`src/rtl/hamming_enc_ser_tx.sv`:
```
// Hamming(15,11) even-parity encoder with single-bit error injection and an
// LSB-first serializer that feeds a receiver shift register directly.
module hamming_enc_ser_tx #(
    parameter int unsigned DATA_W = 11,
    parameter int unsigned CODE_W = 15
) (
    input  logic              clk,
    input  logic              RST,
    input  logic              start,
    input  logic [DATA_W-1:0] data_in,
    input  logic [3:0]        err_pos,
    output logic              ready,
    output logic              ser_out,
    output logic              ser_valid,
    output logic              done,
    output logic [CODE_W-1:0] code_word
);

    // Bit i-1 of a mask is set when position i has parity-group bit k set.
    localparam logic [14:0] MaskP1 = 15'h5555;
    localparam logic [14:0] MaskP2 = 15'h6666;
    localparam logic [14:0] MaskP4 = 15'h7878;
    localparam logic [14:0] MaskP8 = 15'h7F80;

    typedef enum logic [1:0] {StIdle, StShift, StDone} state_e;

    state_e      state_q, state_d;
    logic [14:0] shreg_q, shreg_d;
    logic [14:0] code_q, code_d;
    logic [3:0]  cnt_q, cnt_d;
    logic [14:0] enc_word;

    always_comb begin
        enc_word     = '0;
        enc_word[2]  = data_in[0];
        enc_word[4]  = data_in[1];
        enc_word[5]  = data_in[2];
        enc_word[6]  = data_in[3];
        enc_word[8]  = data_in[4];
        enc_word[9]  = data_in[5];
        enc_word[10] = data_in[6];
        enc_word[11] = data_in[7];
        enc_word[12] = data_in[8];
        enc_word[13] = data_in[9];
        enc_word[14] = data_in[10];
        // Parity slots are still zero here, so they drop out of their own XOR.
        enc_word[0]  = ^(enc_word & MaskP1);
        enc_word[1]  = ^(enc_word & MaskP2);
        enc_word[3]  = ^(enc_word & MaskP4);
        enc_word[7]  = ^(enc_word & MaskP8);
        for (int i = 0; i < 15; i++) begin
            if (err_pos == 4'(i + 1)) begin
                enc_word[i] = ~enc_word[i];
            end
        end
    end

    always_comb begin
        state_d = state_q;
        shreg_d = shreg_q;
        code_d  = code_q;
        cnt_d   = cnt_q;
        unique case (state_q)
            StIdle: begin
                if (start) begin
                    code_d  = enc_word;
                    shreg_d = enc_word;
                    cnt_d   = 4'd0;
                    state_d = StShift;
                end
            end
            StShift: begin
                shreg_d = {1'b0, shreg_q[14:1]};
                cnt_d   = cnt_q + 4'd1;
                if (cnt_q == 4'd14) begin
                    state_d = StDone;
                end
            end
            StDone: begin
                state_d = StIdle;
            end
            default: begin
                state_d = StIdle;
            end
        endcase
    end

    always_ff @(posedge clk) begin
        if (RST) begin
            state_q <= StIdle;
            shreg_q <= '0;
            code_q  <= '0;
            cnt_q   <= '0;
        end else begin
            state_q <= state_d;
            shreg_q <= shreg_d;
            code_q  <= code_d;
            cnt_q   <= cnt_d;
        end
    end

    always_comb begin
        ready     = (state_q == StIdle);
        ser_valid = (state_q == StShift);
        done      = (state_q == StDone);
        ser_out   = ser_valid & shreg_q[0];
        code_word = code_q;
    end

endmodule

```
`config.mk`:
```
export PLATFORM = sky130hd
export DESIGN_NAME = hamming_enc_ser_tx
export DESIGN_NICKNAME = d
export VERILOG_FILES = /design/src/rtl/hamming_enc_ser_tx.sv
export SDC_FILE = /design/constraint.sdc
export NUM_CORES = 1
export LEC_CHECK = 0
export CORE_MARGIN = 2
export CORE_UTILIZATION = 55
export DETAILED_ROUTE_END_ITERATION = 6
export PLACE_DENSITY = 0.84
export SYNTH_ARGS = -nofsm -noshare
export SYNTH_HDL_FRONTEND = slang
export SYNTH_SLANG_ARGS = --single-unit
```
`constraint.sdc`:
```
create_clock -name clk -period 3.21 [get_ports clk]
set_input_delay 0.963 -clock clk [delete_from_list [all_inputs] [get_ports clk]]
set_output_delay 0.963 -clock clk [all_outputs]
set_load 0.01 [all_outputs]
```
==> results of run 1 <==
-- power by group through the flow --
stage	combinational, W	sequential [W]	clock [W]
after floorplan	0.000164	0.000516	0
after global placement	0.000268	0.000511	0
after detailed placement	0.000275	0.000512	0
after CTS	0.000277	0.000502	0.000319
after global routing	0.000301	0.000507	0.000334
final	0.000276	0.000503	0.000314
-- metal layers --
metal | routed length [um] | part of all wire [%]
met5 | 0 | 0
met4 | 73 | 1.7
met3 | 206 | 4.8
met2 | 2024 | 47
met1 | 1986 | 46
-- tightest hold or removal path, cell delays in order (launching register included) --
cell	delay [ps]
sky130_fd_sc_hd__dfxtp_1	330
sky130_fd_sc_hd__nand2_1	50
sky130_fd_sc_hd__a21oi_1	50
-- stage by stage --
stage | cell area, um^2 | power, W
CTS | 2411 | 0.001098
detailed placement | 2335 | 0.0007869
finish | 2411 | 0.001093
global route | 2411 | 0.001142
global placement | 2335 | 0.0007795
floorplan | 1903 | 0.0006796
-- state kept, by name, indices dropped and copies added, names as in the netlist --
| signal | cells |
|---|---|
| code_word | 15 |
| shreg_q | 15 |
| state_q | 2 |
| cnt_q | 4 |
-- synth_stat cells (all sizes together) (2+ instances only) --
cell and n:
nor4b 4, a21oi 22, nand2 24, nor3 8, ha 2, xnor2 15, nor2 14, buf 2
o21ai 3, xnor3 5, mux2i 4, clkbuf 13, nand4b 4, or4b 2, nor4bb 5, a22oi 14
dfxtp 36, xor2 8, nand3 3, a211oi 4, a211o 2
-- worst paths after layout --
| check | start | to |
|---|---|---|
| worst max register to register | state_q[1] | shreg_q[7] |
| worst min-delay path | code_word[5] | code_word[5] |
| worst max-delay path | state_q[1] | ser_valid |
| worst min register to register | code_word[5] | code_word[5] |
-- cells by family after synthesis --
group                      synth area share, %
muxes                                    2.696
adders and majority gates                1.315
xor gates and xnor gates                 17.88
buffers and inverters                    3.484
and+or+nand+nor                          20.78
DFF                                      37.87
AOI/OAI and AO/OA                        15.98
-- area by class of cell --
type / count / area (um^2)
inverter: 2 / 7.507
sequential: 36 / 720.7
timing repair buffer: 45 / 427.9
multi-input combinational: 155 / 1121
fill: 269 / 925.9
clock inverter: 2 / 35.03
clock buffer: 6 / 41.29
tap: 46 / 57.56
==> results.md, run 1 <==
- The run finished with clean final reports.
- Net switching is 27.83% of the power.
- The clock network accounts for 28.7% of the total power.
- Per report_power, the combinational group accounts for 25.2% of the total.
- Prior to clock tree synthesis, the placed netlist has a worst setup slack of 274.4 ps.
- Routability-driven placement finished with a final weighted congestion of 0.7994.
- The iteration-0 DRC count of the detailed router is 71.
- In this run the number of cells on the critical path is 4.
- The max-slew violation count is 0.
- Cell internal power was estimated by the tool at between 0.0007 and 0.0008 W.
- The power per cell area is 453.4 nW/um^2.
- Derived from the worst setup path, the maximum achievable clock frequency is 0.3389 GHz.
- The routing usage on met1 is between 30% and 40%.
- After clock tree synthesis, the flow added hold-fix buffers numbering 0.
- The half-perimeter wire length after detailed placement is 3094 um.
- Summed over its instances, the top area cell type makes up between 30 and 40% of the synthesized netlist area.
- The min-delay analysis places its worst path in the category reg2reg.
- The analysis attributes to net switching a power of 0.0003042 W.
- The number of antenna cells inserted is 0.
- Entering global routing, the biggest net connects 25 pins.
- The TritonCTS buffer count is 5.
- The primary flip-flop cell chosen by synthesis mapping is sky130_fd_sc_hd__dfxtp_1.
- The clock tree from TritonCTS is yes.
- Max-cap violations in this run came to 0.
- At the pin with the least slew margin, the transition time is 456.2 ps.
- The final layout contains between 200 and 300 nets.
- The die covers 3946 um^2.
- The largest fanout on the critical path is 16.
- Using the TritonRoute via totals, the vias-per-cell ratio works out to approximately 5.6.
- In the global route stage, overall resource usage came out at 23.93%.
- At the worst endpoint, the required time is 2250 ps.
- The clock net sink count is 36.
- The floorplan die height is 62.82 um.
- The slowest stage of the critical path is the sky130_fd_sc_hd__clkdlybuf4s50_1 cell.
- The number of antenna violations at the first check in global routing is 0.
- The final antenna-violating net count is 0.
- Yosys attributes the largest share of cell area to sky130_fd_sc_hd__dfxtp_1 38%, sky130_fd_sc_hd__xnor2_1 6.9%, sky130_fd_sc_hd__a21oi_1 5.8%.
- The minimum setup slack in the final design is 259.0 ps.
- The number of distinct library cells after synthesis is 38.
- The kind of start point of the critical path is a flop.
- The floorplan has 21 rows.
- Along the worst hold path, the cell count comes to 2.
- The final cell count without fillers is just under 300.
- For this configuration, the core starts out at a cell density of between 50% and 60%.
- The root buffer cell chosen for the clock tree is sky130_fd_sc_hd__clkbuf_4.
- Of the cells placed in the final design, the portion with a size suffix greater than 1 is under 10%.
- The synthesized netlist net count is 228.
- Cells fill 72.25% of the core in the end.
- The worst-case register-to-register setup slack is 1460 ps.
- Yosys mapped a number of flops with a built-in enable equal to 0.
- The arrival time of data at the critical path endpoint is 1990 ps.
- The met3 usage in global routing is 5.946%.
- Yosys printed 0 warnings.
- The synthesized design contains 36 register bits.
- The number of levels the H-tree was split into is 2.
- The number of hold-slack violations in the final timing report is 0.
- The time the final worst path needs with I/O delays and setup is between 2000 and 3000 ps.
- Sequential elements use 37.87% of the synthesized area.
- The count of input and output buffers is 36.
- Buffers added to address setup during post-CTS repair amount to 0.
- The total core area is between 3000 and 4000 um^2.
- In this run the horizontal extent of the chip is 62.82 um.
- The mean routed wirelength per cell is 14.70 um.
- The critical path contains buffers and inverters numbering 3 combined.
- In the layout the commonest cells are 36 x sky130_fd_sc_hd__dfxtp_1, 36 x sky130_fd_sc_hd__clkdlybuf4s50_1, 24 x sky130_fd_sc_hd__nand2_1.
- Compared with the post-synthesis result, the final layout area differs by 26.69%.
- The post-cts sizing count is 0.
- The layer flagged by global routing as most heavily used is met2.
- Setup repair after global routing left no endpoint under its margin.
- The relative slew slack is 69.37%.
- In the routed design, unresolved DRC markers number 0.
- The mean cell area of the mapped netlist is 9.149 um^2.
- The number of setup violations in the final report is 0.
- The via count of the first global-routing pass is 1604.
- The clock arrives with 13.35 ps of skew.
- IR analysis of the VDD net gives a maximum drop of 342.2 uV.
- The pre-antenna-repair detailed-routing pass consisted of 4 iterations.
- The worst setup path is of the reg2out kind.
- For this run, the slowest stage of the critical path takes 490 ps.
- sky130_fd_sc_hd__dfxtp_1 takes more of the synthesized area than any other cell.
- The length in cells of the worst reg-to-reg path is 6.
- The element type at the critical path end is a primary output.
- The first-pass GRT wire length is 7445 um.
- The total overflow left after global routing is 0.
- The static power due to leakage is 0.9317 nW.
- The area of the mapped netlist is between 1500 and 2000 um^2.
- The met2 track demand over resource is 39.38%.
- The buffer levels on the longest clock path is 2.
- The clock reaches the later pin of the worst-skew pair after 340 ps.
- The synthesized netlist cell count is 208.
- The final-layout setup total negative slack is 0 ps.
- The tightest hold path in the finished design has a slack of 464.9 ps.
- Summed over all layers, the routed wires come to 4291 um.
- The kind of cell with the highest combined delay along the critical path is buffers and inverters.
- Dividing the final minimum period by the clock period gives 91.93%.
- The post-synthesis async set-or-reset flop share is 0%.
- The signal on the critical path passes through nand2b_1 -> clkinv_1 -> buf_4 -> clkdlybuf4s50_1.
- The clock-pin transition on the worst setup and hold timing paths is 110 ps.
- The part of the total power dissipated in sequential elements is 46.0%.
- The number of placed instances, taps included, is 284.
- Detailed routing inserted a total of 1635 vias.
- The number of top-level pins is 37.
Note: power is estimated with default switching activity, not from simulation.
==> run 2: changes to the inputs <==
==> constraint.sdc (replaced) <==
create_clock -name clk -period 3.21 [get_ports clk]
set_input_delay 0.963 -clock clk [delete_from_list [all_inputs] [get_ports clk]]
set_output_delay 0.963 -clock clk [all_outputs]
set_load 0.005 [all_outputs]
==> results of run 2 <==
Same layout as run 1 (identical final DEF). Status: finished, final reports clean.
Main changes from that run: setup slack after layout 259.0 ps -> 293.2 ps; total power 0.001093 W -> 0.001086 W; worst IR drop on VDD 342.2 uV -> 340.7 uV
==> variant 1, RTL diff (config.mk and constraints of run 1) <==
`shreg_q` no longer has a reset.
--- a/src/rtl/hamming_enc_ser_tx.sv
+++ b/src/rtl/hamming_enc_ser_tx.sv
@@ -88,15 +88,17 @@
     always_ff @(posedge clk) begin
         if (RST) begin
             state_q <= StIdle;
-            shreg_q <= '0;
             code_q  <= '0;
             cnt_q   <= '0;
         end else begin
             state_q <= state_d;
-            shreg_q <= shreg_d;
             code_q  <= code_d;
             cnt_q   <= cnt_d;
         end
+    end
+
+    always_ff @(posedge clk) begin
+        shreg_q <= shreg_d;
     end
 
     always_comb begin
Function: same outputs for any inputs over 10 cycles, from zero or initial values and one cycle with RST high; that may be too few to reach the edited logic, so the function may still have changed.
==> variant 1 against run 1 <==
Die area is 5.4% lower; synthesized area down 5.8%; setup slack gained 0.28 ns; sequential power up 11%; final area fell by 6.5%; via count decreased by 12%; power down 0.66%; sequential cell count did not move; utilization is 1.0 points higher; wire length down 12%; highest routed layer unchanged.
==> variant 1: results (changes against run 1) <==
<table>
<tr><th>Metric</th><th>Value</th></tr>
<tr><th colspan="2">Pwr</th></tr>
<tr><td>Switching Share</td><td>0.276 (-0.00255)</td></tr>
<tr><td>Total leakage power</td><td>0.810 nW (-13%)</td></tr>
<tr><td>Peak supply drop</td><td>0.000365 V (+6.8%)</td></tr>
<tr><th colspan="2">Yosys</th></tr>
<tr><td>Synth cell count leaders</td><td>sky130_fd_sc_hd__nor2_1 (45), sky130_fd_sc_hd__dfxtp_1 (21), sky130_fd_sc_hd__xnor2_1 (21)</td></tr>
<tr><td>Cell variety after synth</td><td>26 (-32%)</td></tr>
<tr><td>Number of enable-type register cells in the synthesized netlist</td><td>15 (+15)</td></tr>
<tr><td>Net count of the mapped netlist</td><td>203 (-11%)</td></tr>
<tr><td>Sequential share of the synthesized area</td><td>0.486 (+0.107)</td></tr>
<tr><td>Dominant cells by area after synthesis</td><td>sky130_fd_sc_hd__edfxtp_1 (25%), sky130_fd_sc_hd__dfxtp_1 (23%), sky130_fd_sc_hd__xnor2_1 (10%)</td></tr>
<tr><th colspan="2">Detailed routing</th></tr>
<tr><td>Iter 0 DRT Violations</td><td>107 (+51%)</td></tr>
<tr><td>Average via count per standard cell</td><td>5.42 (-3.2%)</td></tr>
<tr><td>Post-detailed-routing wire length</td><td>3.78 mm (-12%)</td></tr>
<tr><th colspan="2">Placed design</th></tr>
<tr><td>Worst setup timing slack at the placement stage</td><td>0.445 ns (+0.171 ns)</td></tr>
<tr><td>Final RePlAce weighted congestion</td><td>0.906 (+13%)</td></tr>
<tr><td>Total half-perimeter wirelength after legalization and detailed placement</td><td>2.76 mm (-11%)</td></tr>
<tr><th colspan="2">Status</th></tr>
<tr><td>Status</td><td>completed</td></tr>
<tr><th colspan="2">Setup path</th></tr>
<tr><td>Largest driver fanout on the critical path</td><td>6 (-10)</td></tr>
<tr><th colspan="2">Layout</th></tr>
<tr><td>Number of filler instances in the final layout</td><td>236 (-12%)</td></tr>
<tr><td>Number of nets at the end of the flow</td><td>239 (-9.8%)</td></tr>
<tr><td>Fraction of final layout cells sized beyond drive strength 1</td><td>0.0545 (-0.0430)</td></tr>
<tr><th colspan="2">Global route</th></tr>
<tr><td>Met2 GRT Util</td><td>0.353 (-0.0412)</td></tr>
<tr><td>Global-route wire length before repair</td><td>6.13 mm (-18%)</td></tr>
<tr><td>Number of global-route vias before repair</td><td>1,336 (-17%)</td></tr>
<tr><td>Maximum number of pins on one net before global-route repair</td><td>35 (+40%)</td></tr>
<tr><td>Met3 demand-to-capacity share in global routing</td><td>0.0504 (-0.00904)</td></tr>
<tr><th colspan="2">Timing</th></tr>
<tr><td>Slew headroom</td><td>0.462 (-0.232)</td></tr>
<tr><td>Fin Clk Skew</td><td>0.00222 ns (-0.0111 ns)</td></tr>
</table>
## variant 1: cell count changes after synthesis, sizes merged, moves of 5 or more
cell,delta
nor4bb,-5
edfxtp,+15
a21oi,-5
nor2,+31
a22oi,-14
xnor2,+7
a211oi,+11
dfxtp,-15
nand2,-20
## variant 1: cell families (layout without fill, tap and decap cells)
family / count (synthesis) / after routing / synth area share
simple gates: 68 / 68 / 0.169
flops: 36 / 36 / 0.486
compound gates: 35 / 35 / 0.124
xor+xnor: 30 / 30 / 0.182
buf+inv: 12 / 49 / 0.0251
fa+ha+maj: 2 / 2 / 0.0140
## variant 1: worst paths after layout
path / startpoint / endpoint / slack (ns) / cells after the start
worst min register to register: code_word[13]$_SDFFE_PP0P_ / code_word[13]$_SDFFE_PP0P_ / 0.50 / 2
worst max-delay path: state_q[1]$_SDFFE_PP0P_ / ser_out / 0.54 / 4
worst max register to register: state_q[1]$_SDFFE_PP0P_ / shreg_q[13]$_DFFE_PP_ / 1.58 / 4
worst min-delay path: code_word[13]$_SDFFE_PP0P_ / code_word[13]$_SDFFE_PP0P_ / 0.50 / 2
## variant 1: critical path, cell delays in order (launching register included)
cell                              delay [ns]
sky130_fd_sc_hd__dfxtp_1                0.36
sky130_fd_sc_hd__nand2b_1               0.18
sky130_fd_sc_hd__inv_1                  0.16
sky130_fd_sc_hd__and2_1                 0.15
sky130_fd_sc_hd__clkdlybuf4s50_1        0.53
## variant 1: power by group through the flow
stage,Combinational [W],Clock (W),Sequential [W]
2_1_floorplan,0.000159,0,0.000574
3_3_place_gp,0.000268,0,0.000567
3_5_place_dp,0.000274,0,0.000571
4_1_cts,0.000277,0.000255,0.000560
5_1_grt,0.000300,0.000271,0.000566
6_report,0.000277,0.000250,0.000560
## variant 1: routing by layer
metal,part of all wire,vias to the layer above
li1,-,699
met5,0,-
met1,0.46,673
met4,0.015,0
met2,0.47,54
met3,0.061,5
## variant 1: final cells by class
| cell class | instances | area, um2 | area share |
|---|---|---|---|
| sequential | 36 | 871 | 0.386 |
| inverter | 3 | 11.3 | 0.00499 |
| timing repair buffer | 38 | 375 | 0.166 |
| multi-input combinational | 135 | 883 | 0.392 |
| tap | 44 | 55.1 | 0.0244 |
| clock buffer | 8 | 58.8 | 0.0261 |
## variant 1: through the flow
| stage | power (W) | cell area, um2 | util | cells |
|---|---|---|---|---|
| 2_1_floorplan | 0.000733 | 1790 | - | 183 |
| 3_3_place_gp | 0.000835 | 2200 | 0.713 | 256 |
| 3_5_place_dp | 0.000845 | 2200 | 0.713 | 256 |
| 4_1_cts | 0.00109 | 2250 | 0.733 | 264 |
| 5_1_grt | 0.00114 | 2250 | 0.733 | 264 |
| 6_report | 0.00109 | 2250 | 0.733 | 264 |
==> variant 2, RTL diff (flow settings as in run 1) <==
Made on the original files. Make the reset (`RST`) asynchronous in one clocked block.
--- a/src/rtl/hamming_enc_ser_tx.sv
+++ b/src/rtl/hamming_enc_ser_tx.sv
@@ -85,7 +85,7 @@
         endcase
     end
 
-    always_ff @(posedge clk) begin
+    always_ff @(posedge clk or posedge RST) begin
         if (RST) begin
             state_q <= StIdle;
             shreg_q <= '0;
Formal check against the unedited RTL: differs if RST is asserted again (counterexample within 4 cycles, from zero or initial values and one cycle with RST high); with RST held inactive, the same outputs for 10 cycles.
==> variant 2 against run 1 <==
Synthesized area up 3.6%; non-clock buffer count down 1; synthesized cell count down 8.7%; wire length down 1.8%; largest cell class unchanged; global-route usage down 0.99 points; sequential cell count unchanged; highest routed layer unchanged; final area up 1.3%; maximum frequency up 1.7%; register-to-register slack worse by 0.15 ns; die area up 3.3%; setup slack better by 0.050 ns.
Power is not compared: it rests on default switching activity, and its combinational part moved more than twofold at a synthesized area within 25%.
==> variant 2: results (changes against run 1) <==
<table>
<tr><th>Metric</th><th>Value</th></tr>
<tr><th colspan="2">Yosys</th></tr>
<tr><td>Dominant cells by area after synthesis</td><td>sky130_fd_sc_hd__dfrtp_1 (46%), sky130_fd_sc_hd__o21ai_0 (7.4%), sky130_fd_sc_hd__xnor2_1 (6.7%)</td></tr>
<tr><td>Net count of the mapped netlist</td><td>210 (-7.9%)</td></tr>
<tr><td>Mean area per synthesized cell</td><td>10.4 um2 (+13%)</td></tr>
<tr><td>Async S/R FF share, synth</td><td>1.00 (+1.00)</td></tr>
<tr><td>Share of the synthesized netlist area taken by xor and xnor gates</td><td>0.163 (-0.0163)</td></tr>
<tr><td>Synth cell count leaders</td><td>sky130_fd_sc_hd__dfrtp_1 (36), sky130_fd_sc_hd__o21ai_0 (29), sky130_fd_sc_hd__nand2_1 (17)</td></tr>
<tr><td>Multiplexer share of the synthesized area</td><td>0.00508 (-0.0219)</td></tr>
<tr><td>Adder-cell area share of the yosys netlist</td><td>0.0127 (-0.000451)</td></tr>
<tr><td>Sequential share of the synthesized area</td><td>0.457 (+0.0784)</td></tr>
<tr><th colspan="2">Layout</th></tr>
<tr><td>Fraction of final layout cells sized beyond drive strength 1</td><td>0.0877 (-0.00984)</td></tr>
<tr><td>Number of nets at the end of the flow</td><td>247 (-6.8%)</td></tr>
<tr><td>Number of filler instances in the final layout</td><td>249 (-7.4%)</td></tr>
<tr><th colspan="2">Placed design</th></tr>
<tr><td>Total half-perimeter wirelength after legalization and detailed placement</td><td>3.14 mm (+1.3%)</td></tr>
<tr><td>Total cell area at the placement stage</td><td>2380 um2 (+2.0%)</td></tr>
<tr><td>Final RePlAce weighted congestion</td><td>0.878 (+9.8%)</td></tr>
<tr><td>Cell total after placement</td><td>266 (-6.3%)</td></tr>
<tr><td>Worst setup timing slack at the placement stage</td><td>0.292 ns (+0.0173 ns)</td></tr>
<tr><th colspan="2">Global route</th></tr>
<tr><td>Maximum number of pins on one net before global-route repair</td><td>46 (+84%)</td></tr>
<tr><td>Global-route wire length before repair</td><td>7.06 mm (-5.2%)</td></tr>
<tr><td>Met2 GRT Util</td><td>0.348 (-0.0462)</td></tr>
<tr><td>Global routing met1 resource utilization</td><td>0.312 (+0.00563)</td></tr>
<tr><th colspan="2">Status</th></tr>
<tr><td>Status</td><td>completed</td></tr>
<tr><th colspan="2">Detailed routing</th></tr>
<tr><td>Average via count per standard cell</td><td>5.72 (+2.1%)</td></tr>
<tr><td>Met2 wire len</td><td>2.04 mm (+0.59%)</td></tr>
<tr><td>Per-cell routed wire length</td><td>15.4 um (+4.7%)</td></tr>
<tr><td>Detailed-routing wirelength on met1</td><td>1.87 mm (-6.0%)</td></tr>
<tr><td>Iter 0 DRT Violations</td><td>155 (+120%)</td></tr>
<tr><th colspan="2">Setup path</th></tr>
<tr><td>Worst endpoint data arrival time</td><td>1.94 ns (-0.05 ns)</td></tr>
<tr><th colspan="2">Timing</th></tr>
<tr><td>Worst Max-Slew Pin Slew</td><td>0.683 ns (+0.227 ns)</td></tr>
</table>
## variant 2: final cells by class
class | count | area, um2 | share of cell area
Clock inverter | 2 | 10.0 | 0.00410
Multi-Input combinational cell | 137 | 991 | 0.406
Inverter | 3 | 11.3 | 0.00461
Timing Repair Buffer | 44 | 420 | 0.172
Sequential cell | 36 | 901 | 0.369
Clock buffer | 6 | 51.3 | 0.0210
Tap cell | 46 | 57.6 | 0.0236
## variant 2: worst paths after layout
check	startpoint	end	slack [ns]	cells past startpoint
worst max-delay path	state_q[1]$_DFFE_PP0P_	ser_out	0.31	5
worst min-delay path	code_word[14]$_DFFE_PP0P_	code_word[14]$_DFFE_PP0P_	0.49	1
worst max register to register	state_q[1]$_DFFE_PP0P_	shreg_q[3]$_DFFE_PP0P_	1.31	5
worst min register to register	code_word[14]$_DFFE_PP0P_	code_word[14]$_DFFE_PP0P_	0.49	1
max in group asynchronous	RST	code_word[4]$_DFFE_PP0P_	1.88	3
min in group asynchronous	RST	code_word[13]$_DFFE_PP0P_	1.00	3
## variant 2: power by group through the flow
stage / sequential [W] / clock (W) / combinational, W
after CTS: 0.000785 / 0.000261 / 0.000840
after floorplan: 0.000808 / 0 / 0.000455
after global routing: 0.000812 / 0.000284 / 0.000918
after global placement: 0.000778 / 0 / 0.000810
after detailed placement: 0.000794 / 0 / 0.000838
final: 0.000786 / 0.000254 / 0.000831
## variant 2: critical path, stage by stage, from the launching register on
cell and delay [ns]:
sky130_fd_sc_hd__dfrtp_1 0.33, sky130_fd_sc_hd__buf_4 0.20, sky130_fd_sc_hd__nand2b_1 0.24, sky130_fd_sc_hd__clkinv_1 0.16, sky130_fd_sc_hd__and2_1 0.19, sky130_fd_sc_hd__clkdlybuf4s50_1 0.47
